<file path="config.mk">
export PLATFORM = sky130hd
export DESIGN_NAME = adc_frame_packetizer
export DESIGN_NICKNAME = d
export VERILOG_FILES = /design/src/rtl/adc_frame_packetizer.sv
export SDC_FILE = /design/constraint.sdc
export NUM_CORES = 1
export LEC_CHECK = 0
export ABC_CLOCK_PERIOD_IN_PS = 7900
export CAP_MARGIN = 20
export CORE_MARGIN = 4
export CORE_UTILIZATION = 55
export CTS_BUF_LIST = sky130_fd_sc_hd__clkbuf_16
export CTS_CLUSTER_DIAMETER = 40
export DETAILED_ROUTE_END_ITERATION = 6
export PLACE_DENSITY = 0.83
export SLEW_MARGIN = 40
export SYNTH_ARGS = -nofsm -noshare
export SYNTH_HDL_FRONTEND = slang
export SYNTH_SLANG_ARGS = --single-unit
</file>
<file path="constraint.sdc">
create_clock -name clk_i -period 7.9 [get_ports clk_i]
set_clock_uncertainty 0.05 [all_clocks]
set_input_delay 0.79 -clock clk_i [delete_from_list [all_inputs] [get_ports clk_i]]
set_output_delay 0.79 -clock clk_i [all_outputs]
set_load 0.005 [all_outputs]
</file>
<file path="src/rtl/adc_frame_packetizer.sv">
// Buffers 12-bit ADC samples and serialises each into a 4-byte frame (sync, header, low, checksum).
// Each byte is strobed to the downstream FIFO interface and retried on error or timeout.
module adc_frame_packetizer #(
  parameter int unsigned DEPTH       = 8,
  parameter logic [7:0]  SYNC_BYTE   = 8'hA5,
  parameter int unsigned MAX_RETRY   = 3,
  parameter int unsigned TIMEOUT_CYC = 1023
) (
  input  logic                     clk_i,
  input  logic                     reset_i,
  input  logic                     enable_i,
  input  logic                     sample_valid_i,
  input  logic [11:0]              sample_i,
  output logic                     tx_data_rdy_o,
  output logic [7:0]               tx_data_o,
  input  logic                     tx_ok_i,
  input  logic                     tx_err_i,
  output logic [$clog2(DEPTH):0]   fill_o,
  output logic                     overflow_o,
  output logic                     frame_done_o,
  output logic                     frame_drop_o,
  output logic                     busy_o
);

  // state | meaning
  // IDLE  | waiting for enable_i and a buffered sample; pops the head on start
  // LOAD  | latch the current frame byte onto tx_data_o, arm the attempt
  // SEND  | one-cycle tx_data_rdy_o strobe
  // WAIT  | waiting for tx_ok_i / tx_err_i / timeout
  typedef enum logic [1:0] {IDLE, LOAD, SEND, WAIT} state_t;

  localparam int PW = (DEPTH > 1) ? $clog2(DEPTH) : 1;
  localparam int FW = PW + 1;
  localparam int RW = (MAX_RETRY > 0) ? $clog2(MAX_RETRY + 1) : 1;
  localparam int TW = (TIMEOUT_CYC > 0) ? $clog2(TIMEOUT_CYC + 1) : 1;
  localparam logic [FW-1:0] DEPTH_F   = FW'(DEPTH);
  localparam logic [RW-1:0] MAX_RETRY_R = RW'(MAX_RETRY);
  localparam logic [TW-1:0] TIMEOUT_T = TW'(TIMEOUT_CYC);

  state_t state_q, state_n;

  logic [11:0]   mem [DEPTH];
  logic [PW-1:0] wr_ptr_q, rd_ptr_q;
  logic [FW-1:0] fill_q;
  logic          overflow_q;
  logic [3:0]    seq_q;
  logic [3:0]    frm_seq_q;
  logic [11:0]   frm_smp_q;
  logic [1:0]    idx_q;
  logic [RW-1:0] retry_q;
  logic [TW-1:0] timer_q;
  logic [7:0]    tx_data_q;
  logic          done_q, drop_q;

  logic          pop, push;
  logic          load_byte, idx_inc, retry_inc, retry_clr, timer_load;
  logic          done_set, drop_set;
  logic [7:0]    byte_sel, b1, b2;

  // A full FIFO still accepts a write when the head leaves in the same cycle.
  assign push = sample_valid_i && ((fill_q < DEPTH_F) || pop);

  assign b1 = {frm_seq_q, frm_smp_q[11:8]};
  assign b2 = frm_smp_q[7:0];

  always_comb begin
    byte_sel = SYNC_BYTE;
    case (idx_q)
      2'd0: byte_sel = SYNC_BYTE;
      2'd1: byte_sel = b1;
      2'd2: byte_sel = b2;
      2'd3: byte_sel = SYNC_BYTE ^ b1 ^ b2;
      default: byte_sel = SYNC_BYTE;
    endcase
  end

  always_ff @(posedge clk_i) begin
    if (reset_i) state_q <= IDLE;
    else         state_q <= state_n;
  end

  always_comb begin
    state_n    = state_q;
    pop        = 1'b0;
    load_byte  = 1'b0;
    idx_inc    = 1'b0;
    retry_inc  = 1'b0;
    retry_clr  = 1'b0;
    timer_load = 1'b0;
    done_set   = 1'b0;
    drop_set   = 1'b0;
    case (state_q)
      IDLE: begin
        if (enable_i && (fill_q != '0)) begin
          pop     = 1'b1;
          state_n = LOAD;
        end
      end
      LOAD: begin
        load_byte = 1'b1;
        state_n   = SEND;
      end
      SEND: begin
        timer_load = 1'b1;
        state_n    = WAIT;
      end
      WAIT: begin
        if (tx_ok_i) begin
          retry_clr = 1'b1;
          if (idx_q == 2'd3) begin
            done_set = 1'b1;
            state_n  = IDLE;
          end else begin
            idx_inc = 1'b1;
            state_n = LOAD;
          end
        end else if (tx_err_i || (timer_q == '0)) begin
          if (retry_q < MAX_RETRY_R) begin
            retry_inc = 1'b1;
            state_n   = SEND;
          end else begin
            drop_set  = 1'b1;
            retry_clr = 1'b1;
            state_n   = IDLE;
          end
        end
      end
      default: state_n = IDLE;
    endcase
  end

  always_ff @(posedge clk_i) begin
    if (push) mem[wr_ptr_q] <= sample_i;
  end

  always_ff @(posedge clk_i) begin
    if (reset_i) begin
      wr_ptr_q   <= '0;
      rd_ptr_q   <= '0;
      fill_q     <= '0;
      overflow_q <= 1'b0;
      seq_q      <= '0;
      frm_seq_q  <= '0;
      frm_smp_q  <= '0;
      idx_q      <= '0;
      retry_q    <= '0;
      timer_q    <= '0;
      tx_data_q  <= '0;
      done_q     <= 1'b0;
      drop_q     <= 1'b0;
    end else begin
      done_q <= done_set;
      drop_q <= drop_set;
      if (push) wr_ptr_q <= wr_ptr_q + PW'(1);
      if (sample_valid_i && !push) overflow_q <= 1'b1;
      if (pop) begin
        rd_ptr_q  <= rd_ptr_q + PW'(1);
        seq_q     <= seq_q + 4'd1;
        frm_seq_q <= seq_q;
        frm_smp_q <= mem[rd_ptr_q];
        idx_q     <= '0;
      end else if (idx_inc) begin
        idx_q <= idx_q + 2'd1;
      end
      case ({push, pop})
        2'b10:   fill_q <= fill_q + FW'(1);
        2'b01:   fill_q <= fill_q - FW'(1);
        default: fill_q <= fill_q;
      endcase
      if (retry_clr)      retry_q <= '0;
      else if (retry_inc) retry_q <= retry_q + RW'(1);
      // Down-counter per attempt; terminal count of zero signals the timeout.
      if (timer_load)                                timer_q <= TIMEOUT_T;
      else if ((state_q == WAIT) && (timer_q != '0)) timer_q <= timer_q - TW'(1);
      if (load_byte) tx_data_q <= byte_sel;
    end
  end

  assign tx_data_rdy_o = (state_q == SEND);
  assign tx_data_o     = tx_data_q;
  assign fill_o        = fill_q;
  assign overflow_o    = overflow_q;
  assign frame_done_o  = done_q;
  assign frame_drop_o  = drop_q;
  assign busy_o        = (state_q != IDLE);

endmodule

</file>
==> metrics <==
result of the run=finished clean; Switching Fraction=0.301; DRC violation total after the first TritonRoute iteration=between 400 and 500; sw power=roughly 750 µW; total power per unit cell area=roughly 340 nW/µm²; Relative slew margins=0.496; portion of the clock cycle consumed by the worst path in the final layout=0.453; remaining routing DRC violations=0; gr usage total=0.212; startpoint of the worst register-to-register path=state_q[1]; via count of the routed design=3976; dpl ws=around 4 ns; number of antenna repair diodes=0; die span in y=roughly 110 µm; number of cell instances on the worst register-to-register path=10; part of the power in combinational logic=0.226; average routed wire per standard cell=a little under 20 µm; Hold EP=tx_data_o[1]; Max Fclk=roughly 280 MHz; worst hold slack across all endpoints=around 0.4 ns; PostCTS Resize Cnt=0; via density per instance=approximately 6.1; Reg2Reg Capture Point=fill_o[2]; overflow left after global routing=0; count of filler cells inserted in the layout=around 710; crit path time final=between 3 and 4 ns; TritonCTS clock tree=done; most frequently used flop master after synthesis=sky130_fd_sc_hd__edfxtp_1; type of the worst setup path=input port to register; post-synthesis to final-layout area growth=18.7%; Port-buffer cells=34; largest net degree at the start of global routing=between 50 and 60; Worst Path Required=8.19 ns; Clock Power Share=0.357; share of synthesized registers carrying an async set or reset=0; average cell area after synthesis=13.5 µm²; sequential cell fraction of total power=0.417; Min-Delay Path Class=register to register; total clock sinks=153; number of H-tree levels=4; internal cell power=around 1.8 mW; Bufs on Longest Clock Path=2; largest driver fanout on the critical path=24; gp weighted congestion=approximately 0.81; # nets final=approximately 540; initial antenna violation count=0; Gate Count Post-Synth=~460; via count of the first global-routing pass=4002; Post-Place Cell Area=around 6800 µm²; leakage dissipation=~2.5 nW; final wirelength=roughly 13000 µm; number of buffers inserted during clock tree synthesis=17; Rows=38; internal reg-to-reg setup slack=between 4 and 5 ns; nature of the critical path startpoint=input port; number of max-capacitance violations reported=0; area of the core=around 11000 µm²; minimum setup slack in the final design=4.32 ns; Final TNS setup=0 ns; flip-flop and latch count after synthesis=between 150 and 200; Worst-Skew Late Latency=roughly 0.42 ns; number of buffers inserted to repair setup after CTS=0; yosys synthesis warning count=0; fraction of the yosys area taken by sequential cells=0.644; number of nets with antenna violations after routing=0; startpoint of the tightest hold check path=tx_data_o[1]; synth unique cells=46; sort of element at the end of the critical path=register; Pre-Repair DR Iteration Count=5; post-synthesis cell area=~6300 µm²; final cell area excluding filler cells=between 7000 and 8000 µm²; hold bufs inserted after CTS=0; number of hold violations in the final report=0; Detailed Place HPWL=~7800 µm; number of endpoints failing setup at the final stage=0; share of final-layout standard cells stronger than drive strength 1=0.137; Initial Util=0.569; origin of the worst setup path=enable_i; max-slew violation total from the final report=0; number of synthesized flops with an enable pin=96; number of I/O pins=35; buffer cell driving the clock tree root=sky130_fd_sc_hd__clkbuf_16; worst vdd rail ir drop=0.268 mV; hold path cells=2; total die area=between 10000 and 15000 µm²; clock-pin transition on the worst setup and hold timing paths=~0.06 ns; RSZ-0062 raised after global routing=no; first-pass GRT wire length=~21000 µm; WP data arrival=3.87 ns; worst slew pin tran=about 0.75 ns; synthesized netlist net count=about 490; die extent in x=around 110 µm; number of placed instances, taps included=~630; post-route non-filler standard cell count=657
sequential cells by signal, summed over array words and instances (netlist names):
register	cells
mem	96
frm_smp_q	12
timer_q	10
tx_data_o	8
fill_o	4
frm_seq_q	4
seq_q	4
rd_ptr_q	3
wr_ptr_q	3
idx_q	2
retry_q	2
state_q	2
frame_done_o	1
frame_drop_o	1
overflow_o	1
critical path: stages:
cell and delay, ns:
sky130_fd_sc_hd__clkdlybuf4s50_1 0.48, sky130_fd_sc_hd__o41a_1 0.30, sky130_fd_sc_hd__nand2_1 0.25, sky130_fd_sc_hd__inv_1 0.63, sky130_fd_sc_hd__ha_1 0.38, sky130_fd_sc_hd__xor2_1 0.18, sky130_fd_sc_hd__ha_1 0.17, sky130_fd_sc_hd__a21oi_1 0.05
sky130_fd_sc_hd__xor2_1 0.17, sky130_fd_sc_hd__or3_1 0.31, sky130_fd_sc_hd__a21oi_1 0.16
area by class of cell:
cell class / instances / area [µm²] / area share
clock inverter: 15 / 226 / 0.0305
inverter: 12 / 45.0 / 0.00607
timing repair buffer: 43 / 409 / 0.0551
sequential: 153 / 4030 / 0.542
tap: 140 / 175 / 0.0236
clock buffer: 17 / 425 / 0.0573
multi-input combinational: 277 / 2110 / 0.285
placed cells by master, fill, tap and decap left out, types with 6 or more instances in the layout:
cell and count:
sky130_fd_sc_hd__a21oi_1 21, sky130_fd_sc_hd__a221oi_1 6, sky130_fd_sc_hd__a31oi_1 8, sky130_fd_sc_hd__buf_4 9, sky130_fd_sc_hd__clkbuf_16 17, sky130_fd_sc_hd__clkdlybuf4s50_1 33
sky130_fd_sc_hd__dfxtp_1 56, sky130_fd_sc_hd__edfxtp_1 96, sky130_fd_sc_hd__ha_1 13, sky130_fd_sc_hd__inv_1 12, sky130_fd_sc_hd__mux4_2 24, sky130_fd_sc_hd__nand2_1 32
sky130_fd_sc_hd__nand3_1 10, sky130_fd_sc_hd__nor2_1 42, sky130_fd_sc_hd__nor2b_1 9, sky130_fd_sc_hd__nor3_1 22, sky130_fd_sc_hd__o21ai_0 12, sky130_fd_sc_hd__o22ai_1 12
sky130_fd_sc_hd__xor2_1 9
power groups by stage:
| stage | clock network (mW) | logic [mW] | registers, mW |
|---|---|---|---|
| floorplan | 0 | 0.428 | 1.02 |
| global placement | 0 | 0.538 | 1.05 |
| detailed placement | 0 | 0.560 | 1.06 |
| CTS | 0.900 | 0.570 | 1.04 |
| global route | 0.933 | 0.622 | 1.06 |
| finish | 0.893 | 0.566 | 1.04 |
cell usage after synthesis (all sizes together), types with 3 or more instances:
master / n / share of area
clkbuf: 14 / 0.0084
nor4bb: 3 / 0.0048
or3: 3 / 0.0030
nor3: 22 / 0.018
a311oi: 5 / 0.0070
nor2: 42 / 0.025
xor2: 9 / 0.013
dfxtp: 57 / 0.18
a21o: 5 / 0.0060
o31ai: 4 / 0.0048
nand2: 32 / 0.019
a21oi: 21 / 0.017
a31oi: 8 / 0.0080
a221oi: 6 / 0.0084
nor2b: 9 / 0.0090
o22ai: 12 / 0.012
nand3: 10 / 0.0080
a211o: 5 / 0.0070
mux4: 24 / 0.086
ha: 13 / 0.026
xnor2: 4 / 0.0056
o21ai: 13 / 0.010
mux2i: 5 / 0.0080
edfxtp: 96 / 0.46
inv: 12 / 0.0072
buf: 7 / 0.0050
worst max path at each step:
stage                 to  slack, ns  depth (start not counted)
6_report       fill_o[2]       4.32                         11
5_1_grt        fill_o[2]       4.07                         11
4_1_cts        fill_o[2]       4.33                         11
3_5_place_dp   fill_o[2]       3.91                         11
3_3_place_gp   fill_o[3]       4.10                          9
2_1_floorplan  mem[0][0]       4.90                          3
per-layer routing:
layer / global-route usage / wire [µm] / part of all wire
met1: 0.264 / 5370 / 0.41
met2: 0.362 / 6720 / 0.52
met5: 0 / 0 / 0
met3: 0.0629 / 764 / 0.059
met4: 0.0602 / 157 / 0.012
logic make-up after synthesis:
family | synth area share
xor gates and xnor gates | 0.0182
AOI/OAI and AO/OA | 0.0891
DFF | 0.644
muxes | 0.0963
adders and majority gates | 0.0260
and+or+nand+nor | 0.106
buffers and inverters | 0.0206
through the flow:
| stage | power (mW) | utilization |
|---|---|---|
| after detailed placement | 1.62 | 0.616 |
| after global routing | 2.61 | 0.676 |
| after CTS | 2.51 | 0.676 |
| after floorplan | 1.45 | - |
| after global placement | 1.59 | 0.615 |
| final | 2.50 | 0.676 |
Power figures use the tool's default switching activity.
